==> src/rtl/arb_pkg.sv <==
// Shared definitions for the arbiter family: state encoding, width helper
// and the legal range of requester counts.
package arb_pkg;

  typedef enum bit {
    IDLE = 1'b0,
    HOLD = 1'b1
  } arbState_e;

  localparam int unsigned ARB_MIN_REQ = 2;
  localparam int unsigned ARB_MAX_REQ = 32;

  // Counter width that never collapses to zero bits, even for tiny limits.
  function automatic int unsigned clog2Min1(input int unsigned n);
    return (n <= 1) ? 1 : $clog2(n);
  endfunction

  // True when the requester count is one the arbiters can be built for.
  function automatic bit nReqLegal(input int unsigned n);
    return (n >= ARB_MIN_REQ) && (n <= ARB_MAX_REQ);
  endfunction

endpackage

==> src/rtl/arb_rr_pick.sv <==
// Rotating-priority picker: finds the first set request at or after the
// pointer, wrapping modulo N_REQ, and returns it as one-hot plus index.
module arb_rr_pick
  import arb_pkg::*;
#(
  parameter int unsigned N_REQ = 4
) (
  input  logic [N_REQ-1:0]         req_i,
  input  logic [$clog2(N_REQ)-1:0] ptr_i,
  output logic [N_REQ-1:0]         gnt_o,
  output logic [$clog2(N_REQ)-1:0] idx_o,
  output logic                     any_o
);

  localparam int unsigned IW = $clog2(N_REQ);

  // Walk the candidates in priority order starting at the pointer; the first hit wins.
  always_comb begin
    gnt_o = '0;
    idx_o = '0;
    any_o = 1'b0;
    for (int unsigned i = 0; i < N_REQ; i++) begin
      int unsigned pos;
      logic [IW-1:0] posW;
      pos  = (32'(ptr_i) + i) % N_REQ;
      posW = IW'(pos);
      if (!any_o && req_i[posW]) begin
        any_o       = 1'b1;
        gnt_o[posW] = 1'b1;
        idx_o       = posW;
      end
    end
  end

endmodule

==> src/rtl/arb_rr_hold.sv <==
// Round-robin arbiter with grant hold: a winner keeps the resource while it
// keeps requesting, and is pushed off after MAX_HOLD cycles if anyone waits.
module arb_rr_hold
  import arb_pkg::*;
#(
  parameter int unsigned N_REQ      = 4,
  parameter int unsigned MAX_HOLD   = 8,
  parameter bit          PREEMPT_EN = 1'b1
) (
  input  logic                     i_clk,
  input  logic                     i_rst,
  input  logic                     i_cg,
  input  logic [N_REQ-1:0]         i_req,
  output logic [N_REQ-1:0]         o_gnt,
  output logic [$clog2(N_REQ)-1:0] o_gntIdx,
  output logic                     o_busy,
  output logic                     o_preempt
);

  localparam int unsigned IW = $clog2(N_REQ);
  localparam int unsigned CW = clog2Min1(MAX_HOLD);
  localparam logic [IW-1:0] LAST_IDX = IW'(N_REQ - 1);
  localparam logic [CW-1:0] HOLD_MAX = CW'((MAX_HOLD == 0) ? 0 : MAX_HOLD - 1);
  localparam bit PREEMPT_ON = PREEMPT_EN && (MAX_HOLD != 0);

  generate
    if (!nReqLegal(N_REQ)) begin : gBadNReq
      $error("arb_rr_hold: N_REQ must be within 2..32");
    end
  endgenerate

  arbState_e       state_q, state_d;
  logic [N_REQ-1:0] gnt_q, gnt_d;
  logic [IW-1:0]    idx_q, idx_d;
  logic [IW-1:0]    ptr_q, ptr_d;
  logic [CW-1:0]    cnt_q, cnt_d;
  logic             busy_q;
  logic             preempt_q, preempt_d;

  logic [N_REQ-1:0] candReq;
  logic [N_REQ-1:0] pickGnt;
  logic [IW-1:0]    pickIdx;
  logic             pickAny;
  logic [IW-1:0]    pickNext;
  logic             holderReq;

  // While holding, the current holder is never a candidate for the next pick.
  assign candReq   = (state_q == HOLD) ? (i_req & ~gnt_q) : i_req;
  assign holderReq = |(i_req & gnt_q);
  assign pickNext  = (pickIdx == LAST_IDX) ? '0 : pickIdx + IW'(1);

  arb_rr_pick #(
    .N_REQ(N_REQ)
  ) uPick (
    .req_i(candReq),
    .ptr_i(ptr_q),
    .gnt_o(pickGnt),
    .idx_o(pickIdx),
    .any_o(pickAny)
  );

  // Decide the next grant: new grant from idle, hand-over on release, timeout preemption, or keep holding.
  always_comb begin
    state_d   = state_q;
    gnt_d     = gnt_q;
    idx_d     = idx_q;
    ptr_d     = ptr_q;
    cnt_d     = cnt_q;
    preempt_d = 1'b0;
    unique case (state_q)
      IDLE: begin
        if (pickAny) begin
          state_d = HOLD;
          gnt_d   = pickGnt;
          idx_d   = pickIdx;
          ptr_d   = pickNext;
          cnt_d   = '0;
        end
      end
      HOLD: begin
        if (!holderReq) begin
          if (pickAny) begin
            gnt_d = pickGnt;
            idx_d = pickIdx;
            ptr_d = pickNext;
            cnt_d = '0;
          end else begin
            state_d = IDLE;
            gnt_d   = '0;
            cnt_d   = '0;
          end
        end else if (PREEMPT_ON && (cnt_q == HOLD_MAX) && pickAny) begin
          gnt_d     = pickGnt;
          idx_d     = pickIdx;
          ptr_d     = pickNext;
          cnt_d     = '0;
          preempt_d = 1'b1;
        end else if (cnt_q != HOLD_MAX) begin
          cnt_d = cnt_q + CW'(1);
        end
      end
      default: state_d = IDLE;
    endcase
  end

  // State register: reset wins, otherwise update only while the clock gate is open.
  always_ff @(posedge i_clk) begin
    if (i_rst) begin
      state_q   <= IDLE;
      gnt_q     <= '0;
      idx_q     <= '0;
      ptr_q     <= '0;
      cnt_q     <= '0;
      busy_q    <= 1'b0;
      preempt_q <= 1'b0;
    end else if (i_cg) begin
      state_q   <= state_d;
      gnt_q     <= gnt_d;
      idx_q     <= idx_d;
      ptr_q     <= ptr_d;
      cnt_q     <= cnt_d;
      busy_q    <= |gnt_d;
      preempt_q <= preempt_d;
    end
  end

  assign o_gnt     = gnt_q;
  assign o_gntIdx  = idx_q;
  assign o_busy    = busy_q;
  assign o_preempt = preempt_q;

endmodule

==> config.mk <==
export PLATFORM = sky130hd
export DESIGN_NAME = arb_rr_hold
export DESIGN_NICKNAME = d
export VERILOG_FILES = /design/src/rtl/arb_pkg.sv /design/src/rtl/arb_rr_pick.sv /design/src/rtl/arb_rr_hold.sv
export SDC_FILE = /design/constraint.sdc
export NUM_CORES = 1
export LEC_CHECK = 0
export CAP_MARGIN = 10
export CELL_PAD_IN_SITES_DETAIL_PLACEMENT = 0
export CELL_PAD_IN_SITES_GLOBAL_PLACEMENT = 1
export CORE_MARGIN = 2
export CORE_UTILIZATION = 30
export DETAILED_ROUTE_END_ITERATION = 6
export PLACE_DENSITY_LB_ADDON = 0.25
export REMOVE_ABC_BUFFERS = 1
export SYNTH_ARGS = -nofsm -noshare
export SYNTH_HDL_FRONTEND = slang
export SYNTH_SLANG_ARGS = --single-unit
export TNS_END_PERCENT = 50
==> constraint.sdc <==
create_clock -name i_clk -period 5.05 [get_ports i_clk]
set_input_delay 0.7575 -clock i_clk [delete_from_list [all_inputs] [get_ports i_clk]]
set_output_delay 0.7575 -clock i_clk [all_outputs]
set_load 0.02 [all_outputs]
==> results by group <==
Cells and area
  – Multi-input gate area: 921 um^2
  – Share of post-route cells with drive strength above 1: about a tenth
  – Seq. cell area: 280 um^2
  – Synth-to-layout area growth: 16.7%
  – Commonest non-fill, non-tap cells in the layout: dfxtp_1 (14), clkdlybuf4s50_1 (14), inv_1 (13)
  – Layout fillers: 427
  – Antenna diodes: 0
  – Final Net Count: roughly 180

Clock tree
  – Worst-path clk slew: ~0.06 ns
  – Postcts setup bufs: 0
  – Post_cts resized: 0
  – CTS Sinks: 14
  – Worst skew pair latency: 0.25 ns
  – Root Buffer: clkbuf_8
  – Clock buffer depth: 2
  – Clock buffer count from CTS: 3
  – CTS tree: done
  – Hold Buf Count CTS: 0
  – Htree depth: 1

Synth
  – Yosys warnings: 0
  – Synth Instances: 148
  – Mean Syn Cell Area: 8.73 um^2
  – Primary FF master, synth: dfxtp_1
  – Mapped Area: 0.00129 mm^2
  – Synth unique cells: 47
  – Post-synthesis sequential area ratio: 21.7%
  – Ys async rst share: 0%
  – Synth Register Bits: 14
  – Post-synth EDFFs: 0

GRT
  – Initial antenna violation count: 0
  – First-pass GRT wire length: 5.59 mm
  – Total GRT Usage: 13.8%
  – Vias in the first global route: 1192
  – Largest net degree at the start of global routing: 21
  – GRT overflow: 0

Power
  – PwrDens: 334 mW/mm^2
  – Sw Share: 41.0%
  – Combinational share of power: 47.4%
  – Pint: 0.000297 W
  – Sequential Power Share: ~30%
  – Switching power: just over 0.0002 W
  – Static leakage: 0.571 nW
  – Max IR drop VDD: 0.000157 V
  – Clock Power Share: 22.2%
  – Total Power Consumption: 0.000503 W

Floorplanning
  – Die area: about 0.0048 mm^2
  – Die W: 69.6 um
  – Initial Utilization: 31.6%
  – Row Count: 23
  – I/O pin cnt: 15
  – Die height: 69.6 um
  – Core area: between 0.004 and 0.005 mm^2

Drt
  – Routed WL: approximately 3.3 mm
  – Post-route DRC violation count: 0
  – Starting DRT DRC Count: 81
  – Via density: 5.87
  – Routed Antenna Nets: 0
  – Routed WL per cell: 15.7 um
  – DR vias: 1226
  – Pre-Repair DR Iteration Count: 4

Setup path
  – CP required: 5.15 ns
  – Crit end category: register
  – CP max FO: 9
  – CP Launch Type: input port
  – Critical path arrival: 3.13 ns
  – Worst Path Class, Setup: in2reg

STA
  – Setup violators final: 0
  – Post-layout min period: 3.03 ns
  – Fmax achieved: 330 MHz
  – Crit share post-route: 60.0%
  – RSZ-0062 raised after global routing: no
  – Slew headroom: 52.0%
  – Slew @ Worst Pin: 0.719 ns
  – Setup clock skew after layout: 0.00377 ns
  – Max-slew violations: 0
  – Final hold violations: 0
  – Total negative slack: 0 ns

Run
  – Max-cap viol count: 0

Place
  – Port Buf Inserts: 14
  – Post-DP HPWL: 2.53 mm
  – RD Place Congestion: 0.967

Min path
  – Hold Crit Class: reg2reg

Status
  – Outcome: finished clean
==> synthesized netlist by cell type, types with 2 or more instances <==
master,number,area (um^2)
inv_1,13,48.8
a2111oi_1,4,40.0
o32ai_1,3,26.3
a22o_1,2,17.5
nand2_1,6,22.5
a21oi_1,5,25.0
buf_6,2,22.5
dfxtp_1,14,280
clkbuf_1,4,15.0
mux2_2,2,22.5
a211oi_2,2,25.0
ha_1,10,125
o221ai_1,3,26.3
nor4_1,5,31.3
and2_1,2,12.5
nor2_1,12,45.0
a221o_1,2,20.0
mux2i_1,6,60.1
o21ai_0,5,25.0
a211oi_1,9,67.6
and3_1,2,12.5
a21o_1,5,37.5
mux2_4,3,45.0
nor4b_1,4,35.0
==> power groups by stage <==
stage                     Clock, W  Combinational, W  Sequential, W
final                     0.000112          0.000238       0.000153
after floorplan                  0          0.000163       0.000157
after detailed placement         0          0.000236       0.000155
after global routing      0.000119          0.000261       0.000156
after global placement           0          0.000235       0.000155
after CTS                 0.000114          0.000237       0.000153
==> critical path, cell delays in order <==
cell and delay, ns:
clkdlybuf4s50_1 0.49, o21ba_1 0.22, a221o_1 0.37, o21ai_2 0.38
nor4b_2 0.13, a2111oi_1 0.61, a41oi_1 0.18
==> per-layer routing <==
metal  share of wire, %  vias to the layer above  wire (um)  GRT usage, %
li1                   -                      595          -             -
met1                 49                      595       1600          18.7
met2                 46                       32       1510          22.8
met3                4.1                        4        135          2.03
met4                1.0                        0         34          4.06
met5                  0                        -          0             0
==> sequential cells by signal (all words and copies together) (netlist names) <==
signal,flops
ptr_q,2
cnt_q,3
o_gntIdx,2
o_busy,1
state_q,1
o_preempt,1
o_gnt,4
==> stage by stage <==
stage / cell area (um^2) / hold WS (ns) / util, % / setup slack, ns / cells
finish: 1510 / 0.458 / 36.9 / 2.02 / 209
global route: 1510 / 0.478 / 36.9 / 1.77 / 209
CTS: 1510 / 0.461 / 36.9 / 2.01 / 209
detailed placement: 1450 / 0.453 / 35.5 / 1.74 / 205
global placement: 1450 / 0.443 / 35.5 / 1.88 / 205
floorplan: 1250 / 0.465 / - / 2.60 / 141
==> logic make-up (layout without fill, tap and decap cells) <==
group | after synthesis | count (layout) | share of synthesized area [%]
AOI/OAI and AO/OA | 53 | 53 | 32.8
adders and majority gates | 10 | 10 | 9.68
buffers and inverters | 20 | 31 | 7.07
DFF | 14 | 14 | 21.7
muxes | 12 | 12 | 11.6
and+or+nand+nor | 39 | 39 | 17.1
==> final cells by class <==
cell class,count,area share [%]
clock buffers,4,3.65
inverters,13,3.24
multi-input cells,114,61.1
flip-flops and latches,14,18.6
well taps,50,4.15
repair buffers,14,9.29
==> final timing paths <==
check	startpoint	to	slack (ns)	cells past startpoint
setup reg to reg	ptr_q[0]	o_busy	2.03	8
hold reg to reg	o_preempt	o_preempt	0.46	2
setup / recovery	i_req[1]	o_busy	2.02	7
hold / removal	o_preempt	o_preempt	0.46	2
(Power assumes the default switching activity.)
